File: src/rtl/day_of_year_tracker.sv
// Sequential calendar counter: day of month, month, year and day of year,
// advanced by a one-day tick strobe or set by a validated date load.
// Optional macro GREGORIAN_CENTURY_EN: full Gregorian leap rule (century
// years are leap only when divisible by 400); undefined = divisible-by-4 rule.
module day_of_year_tracker #(
  parameter int YEAR_W     = 12,
  parameter int RESET_YEAR = 2000
) (
  input  logic              clk,
  input  logic              rst_n,
  input  logic              tick,
  input  logic              loadValid,
  input  logic [5:0]        loadDay,
  input  logic [3:0]        loadMonth,
  input  logic [YEAR_W-1:0] loadYear,
  output logic [5:0]        dayOfMonth,
  output logic [3:0]        month,
  output logic [YEAR_W-1:0] year,
  output logic [8:0]        dayOfYear,
  output logic              isLeap,
  output logic              yearWrap,
  output logic              loadErr
);

  localparam logic [YEAR_W-1:0] YEAR_ONE = {{(YEAR_W-1){1'b0}}, 1'b1};

  // Days in month m; February depends on the leap flag.
  function automatic logic [5:0] month_len(input logic [3:0] m, input logic lp);
    case (m)
      4'd2:                        month_len = lp ? 6'd29 : 6'd28;
      4'd4, 4'd6, 4'd9, 4'd11:     month_len = 6'd30;
      default:                     month_len = 6'd31;
    endcase
  endfunction

  // Days in the non-leap year preceding the first of month m.
  function automatic logic [8:0] days_before(input logic [3:0] m);
    case (m)
      4'd2:    days_before = 9'd31;
      4'd3:    days_before = 9'd59;
      4'd4:    days_before = 9'd90;
      4'd5:    days_before = 9'd120;
      4'd6:    days_before = 9'd151;
      4'd7:    days_before = 9'd181;
      4'd8:    days_before = 9'd212;
      4'd9:    days_before = 9'd243;
      4'd10:   days_before = 9'd273;
      4'd11:   days_before = 9'd304;
      4'd12:   days_before = 9'd334;
      default: days_before = 9'd0;
    endcase
  endfunction

`ifdef GREGORIAN_CENTURY_EN
  // Leap from the year's residues mod 100 and mod 400 (mod 400 also gives mod 4).
  function automatic logic greg_leap(input logic [6:0] m100, input logic [8:0] m400);
    greg_leap = ((m400[1:0] == 2'b00) && (m100 != 7'd0)) || (m400 == 9'd0);
  endfunction

  localparam logic [6:0] RESET_M100 = 7'(RESET_YEAR % 100);
  localparam logic [8:0] RESET_M400 = 9'(RESET_YEAR % 400);
  localparam logic       RESET_LEAP = ((RESET_YEAR % 4 == 0) && (RESET_YEAR % 100 != 0))
                                      || (RESET_YEAR % 400 == 0);

  logic [6:0] m100_reg;
  logic [8:0] m400_reg;
  logic [6:0] ld_m100, inc_m100;
  logic [8:0] ld_m400, inc_m400;
`else
  localparam logic RESET_LEAP = (RESET_YEAR % 4 == 0);
`endif

  logic [5:0]        day_reg;
  logic [3:0]        month_reg;
  logic [YEAR_W-1:0] year_reg;
  logic [8:0]        doy_reg;
  logic              leap_reg;
  logic              year_wrap_reg;
  logic              load_err_reg;

  logic              ld_leap, ld_ok;
  logic [8:0]        ld_doy;
  logic              end_of_month, last_day;
  logic [YEAR_W-1:0] year_inc;
  logic              inc_leap;

  // Load validation, load day-of-year and next-year leap status.
  always_comb begin
    year_inc = year_reg + YEAR_ONE;
`ifdef GREGORIAN_CENTURY_EN
    ld_m100 = 7'(32'(loadYear) % 32'd100);
    ld_m400 = 9'(32'(loadYear) % 32'd400);
    if (year_inc == '0) begin
      // Year counter wrapped to 0, which is a multiple of both 100 and 400.
      inc_m100 = 7'd0;
      inc_m400 = 9'd0;
    end else begin
      inc_m100 = (m100_reg == 7'd99)  ? 7'd0 : m100_reg + 7'd1;
      inc_m400 = (m400_reg == 9'd399) ? 9'd0 : m400_reg + 9'd1;
    end
    ld_leap  = greg_leap(ld_m100, ld_m400);
    inc_leap = greg_leap(inc_m100, inc_m400);
`else
    ld_leap  = (loadYear[1:0] == 2'b00);
    inc_leap = (year_inc[1:0] == 2'b00);
`endif
    ld_ok = (loadMonth >= 4'd1) && (loadMonth <= 4'd12) &&
            (loadDay >= 6'd1) && (loadDay <= month_len(loadMonth, ld_leap));
    ld_doy = days_before(loadMonth) + {3'b000, loadDay} +
             ((ld_leap && (loadMonth > 4'd2)) ? 9'd1 : 9'd0);
    end_of_month = (day_reg == month_len(month_reg, leap_reg));
    last_day     = end_of_month && (month_reg == 4'd12);
  end

  // Date state: load has priority over tick; pulses default low each cycle.
  always_ff @(posedge clk or negedge rst_n) begin
    if (!rst_n) begin
      day_reg       <= 6'd1;
      month_reg     <= 4'd1;
      year_reg      <= YEAR_W'(RESET_YEAR);
      doy_reg       <= 9'd1;
      leap_reg      <= RESET_LEAP;
      year_wrap_reg <= 1'b0;
      load_err_reg  <= 1'b0;
`ifdef GREGORIAN_CENTURY_EN
      m100_reg      <= RESET_M100;
      m400_reg      <= RESET_M400;
`endif
    end else begin
      year_wrap_reg <= 1'b0;
      load_err_reg  <= 1'b0;
      if (loadValid) begin
        if (ld_ok) begin
          day_reg   <= loadDay;
          month_reg <= loadMonth;
          year_reg  <= loadYear;
          doy_reg   <= ld_doy;
          leap_reg  <= ld_leap;
`ifdef GREGORIAN_CENTURY_EN
          m100_reg  <= ld_m100;
          m400_reg  <= ld_m400;
`endif
        end else begin
          load_err_reg <= 1'b1;
        end
      end else if (tick) begin
        if (last_day) begin
          day_reg       <= 6'd1;
          month_reg     <= 4'd1;
          year_reg      <= year_inc;
          doy_reg       <= 9'd1;
          leap_reg      <= inc_leap;
          year_wrap_reg <= 1'b1;
`ifdef GREGORIAN_CENTURY_EN
          m100_reg      <= inc_m100;
          m400_reg      <= inc_m400;
`endif
        end else if (end_of_month) begin
          day_reg   <= 6'd1;
          month_reg <= month_reg + 4'd1;
          doy_reg   <= doy_reg + 9'd1;
        end else begin
          day_reg <= day_reg + 6'd1;
          doy_reg <= doy_reg + 9'd1;
        end
      end
    end
  end

  assign dayOfMonth = day_reg;
  assign month      = month_reg;
  assign year       = year_reg;
  assign dayOfYear  = doy_reg;
  assign isLeap     = leap_reg;
  assign yearWrap   = year_wrap_reg;
  assign loadErr    = load_err_reg;

endmodule

File: config.mk
export PLATFORM = sky130hd
export DESIGN_NAME = day_of_year_tracker
export DESIGN_NICKNAME = d
export VERILOG_FILES = /design/src/rtl/day_of_year_tracker.sv
export SDC_FILE = /design/constraint.sdc
export NUM_CORES = 1
export LEC_CHECK = 0
export CORE_ASPECT_RATIO = 1.75
export CORE_MARGIN = 2
export CORE_UTILIZATION = 47
export DETAILED_ROUTE_END_ITERATION = 8
export GPL_TIMING_DRIVEN = 0
export MAX_ROUTING_LAYER = met4
export PLACE_DENSITY_LB_ADDON = 0.12
export SETUP_SLACK_MARGIN = 0.02
export SLEW_MARGIN = 20
export SYNTH_ARGS = -nofsm -noshare
export SYNTH_HDL_FRONTEND = slang
export SYNTH_SLANG_ARGS = --single-unit
File: constraint.sdc
create_clock -name clk -period 2.33 [get_ports clk]
set_clock_uncertainty 0.05 [all_clocks]
set_input_delay 0.466 -clock clk [delete_from_list [all_inputs] [get_ports clk]]
set_output_delay 0.466 -clock clk [all_outputs]
set_load 0.02 [all_outputs]
==> impl_results.md <==
- Post-route non-filler standard cell count: 525
- Leakage Power: 1.81 nW
- Synthesized cell area: 0.00288 mm^2
- Area added between synthesis and finish: 55.1%
- CTS Root Buffer Type: clkbuf_8
- Post-Route WL: 9830 um
- Most instantiated cells after synthesis: nand2_1 (31), a21oi_1 (27), nor2_1 (27)
- Largest net degree at the start of global routing: 27
- Standard cell core area: 0.00588 mm^2
- Number of max-cap violations: 0
- Die height: 107 um
- Insertion delay to the later sink of the worst-skew pair: 0.31 ns
- Number of buffer cells added on primary ports: 58
- First-pass GRT wire length: 15900 um
- Path category of the worst min-delay check: reg -> reg
- Sequential cell area: 863 um^2
- Drt wl/cell: 18.7 um
- Failing checks: setup timing
- Startpoint class of the critical path: input port
- Clock transition time at the flip-flop clock pins of the worst setup and hold paths: 0.07 ns
- Final Net Count: 498
- Number of fillers in the final layout: 447
- Post-synthesis async set-or-reset flop share: 100%
- Proportion of netlist area held by the largest area contributor: 20.9%
- Multi-input logic area: 0.00223 mm^2
- Sequential fraction of the synthesis area: 30.0%
- Total count of max-transition violations in the final report: 0
- Worst EP arrival: 3.00 ns
- Leading area contributor after synthesis: dfrtp_1
- Number of antenna repair diodes: 0
- Starting density of the core: 48.9%
- Sw Share: 42.2%
- CP Class: in -> reg
- Total CTS buffers: 5
- Tcrit/Tclk final: 122%
- Number of global-route vias before repair: 3322
- Sequential power share: 32.5%
- Power, Total: 3.10 mW
- Hold path startpoint: isLeap
- Reg-to-reg setup timing slack: -0.38 ns
- Crit-path max FO: 4
- Final Critical Period: 2.85 ns
- Share of layout cells above drive strength 1: 32.4%
- Clock Tree Buf Depth: 2
- EDFF count, synth: 0
- Critical path origin: loadMonth[1]
- Cell types with the largest area share after synthesis: dfrtp_1 (21%), ha_1 (10%), dfstp_2 (9.1%)
- Via count normalized by instance count: 6.20
- Power density relative to cell area: 696 mW/mm^2
- Syn Area/Cell: 8.41 um^2
- Largest register FFs: 12
- Die area: 0.00679 mm^2
- Peak supply drop: 381 uV
- Rel. slew slack: 54.5%
- Critical R2R Launch: month[0]
- Worst slack after detailed placement: -1.83 ns
- Number of clock sinks: 34
- Initial antenna violation count: 0
- Setup violations, final: 33
- Routability congestion estimate: 0.875
- Chip Width: 63.1 um
- Number of I/O pins: 60
- Via count: 3254
- Number of hold violations in the final report: 0
- Detail Placement HPWL: 6810 um
- Share of power burned in the clock network: 15.7%
- Logic pwr share: 51.8%
- Cell with the most instances after synthesis: nand2_1
- Detailed-route DRC error count: 0
- Status: finished with violations
- Yosys reg bits: 34
- Area of all placed cells without fillers: 0.00446 mm^2
- Post-synth top flop: dfrtp_1
- Post-synth net total: 394
- Maximum level of the CTS H-tree: 2
- Switching power total: 1.31 mW
- Number of cells produced by synthesis: 342
- Worst setup margin: -0.515 ns
- Clock tree from TritonCTS: yes
- Syn. warnings: 0
- RSZ-0062 raised after global routing: true
- Internal Dissipation: 1.79 mW
- Count of unique library cells instantiated by Yosys: 63
- Placed cell areas: 0.00373 mm^2
- CP Data Required Time: 2.49 ns
- Instance count after placement with tap cells included: 479
- Overall routing resource usage: 31.0%
- Number of nets with antenna violations after detailed routing: 0
- Fmax: 0.351 GHz
- Rows: 37
- DR pass1 iterations: 5
- Initial DRC Count: 216
- Slew of the pin with the lowest slew margin: 0.679 ns
- Overflow after GRT: 0
- Sort of element at the end of the critical path: flop
## routing by layer
layer  GRT usage [%]  wire [um]  share of wire [%]
met2            55.9       5570                 57
met5               -          0                  0
met1            30.4       3380                 34
met4            21.7        480                4.9
met3            3.77        399                4.1
## worst paths after layout
| kind | end | cells after the start |
|---|---|---|
| max | year[6] | 15 |
| min | isLeap | 2 |
| max reg2reg | dayOfYear[7] | 9 |
| min reg2reg | isLeap | 2 |
| max in group asynchronous | year[9] | 3 |
| min in group asynchronous | year[1] | 2 |
## through the flow
| stage | hold WS, ns | utilization [%] | TNS (ns) |
|---|---|---|---|
| after floorplan | 0.120 | - | -10.55 |
| after global placement | 0.420 | 63.2 | -52.44 |
| after detailed placement | 0.293 | 63.4 | -51.82 |
| after CTS | 0.441 | 72.8 | -10.72 |
| after global routing | 0.456 | 75.9 | -17.54 |
| final | 0.445 | 75.9 | -14.04 |
## logic make-up after synthesis
logic type	count (synthesis)	share of synthesized area [%]
muxes	10	3.65
buffers and inverters	32	4.39
xor gates and xnor gates	5	1.52
adders and majority gates	26	11.8
and+or+nand+nor	129	23.2
AOI/OAI and AO/OA	106	25.4
DFF	34	30.0
## cell usage in the layout, fill, tap and decap left out, types with 4 or more instances in the layout
cell type / instances
inv_1: 12
o21ai_1: 5
o21a_1: 4
nor3_1: 7
clkbuf_1: 5
buf_4: 24
nor2_1: 19
clkbuf_8: 6
or4_1: 4
a221o_1: 6
dfrtp_1: 24
o211ai_1: 6
buf_12: 4
clkdlybuf4s50_1: 51
or3_1: 4
a21oi_1: 26
o21ai_2: 11
dfstp_2: 10
mux2i_1: 6
nand3_1: 16
nand2_2: 4
nor2_2: 6
buf_6: 14
o21ai_0: 8
nand2_1: 25
ha_1: 20
## power by group through the flow
stage	Combinational, mW	Clock, mW	Sequential (mW)
finish	1.61	0.487	1.01
CTS	1.52	0.487	0.995
global placement	1.33	0	0.991
detailed placement	1.37	0	0.995
global route	1.72	0.504	1.03
floorplan	0.660	0	1.13
## cell type report
cell class / count / area share (%)
buffer: 13 / 2.69
sequential: 34 / 19.4
clock buffer: 6 / 1.85
tap: 78 / 2.19
clock inverter: 2 / 0.281
multi-input combinational: 276 / 50.0
inverter: 18 / 1.82
timing repair buffer: 98 / 21.8
## critical path: stages
cell	delay [ns]
buf_12	0.08
clkinvlp_4	0.10
buf_6	0.13
ha_4	0.15
o211ai_1	0.20
nor3b_2	0.22
ha_1	0.27
nor2b_4	0.13
o211ai_1	0.24
buf_4	0.16
nand4b_1	0.14
buf_4	0.20
or3_1	0.33
o21ai_1	0.11
a21oi_1	0.06
## timing repair
item | in CTS | in global routing
hold buffers | 1 | 0
endpoints found under the setup margin | 33 | 33
hold endpoints to repair | 6 | 0
cloned | 1 | 0
pin swaps | 30 | 8
buffers inserted | 32 | 6
resized for setup | 69 | 34
Note: power is estimated with default switching activity, not from simulation.
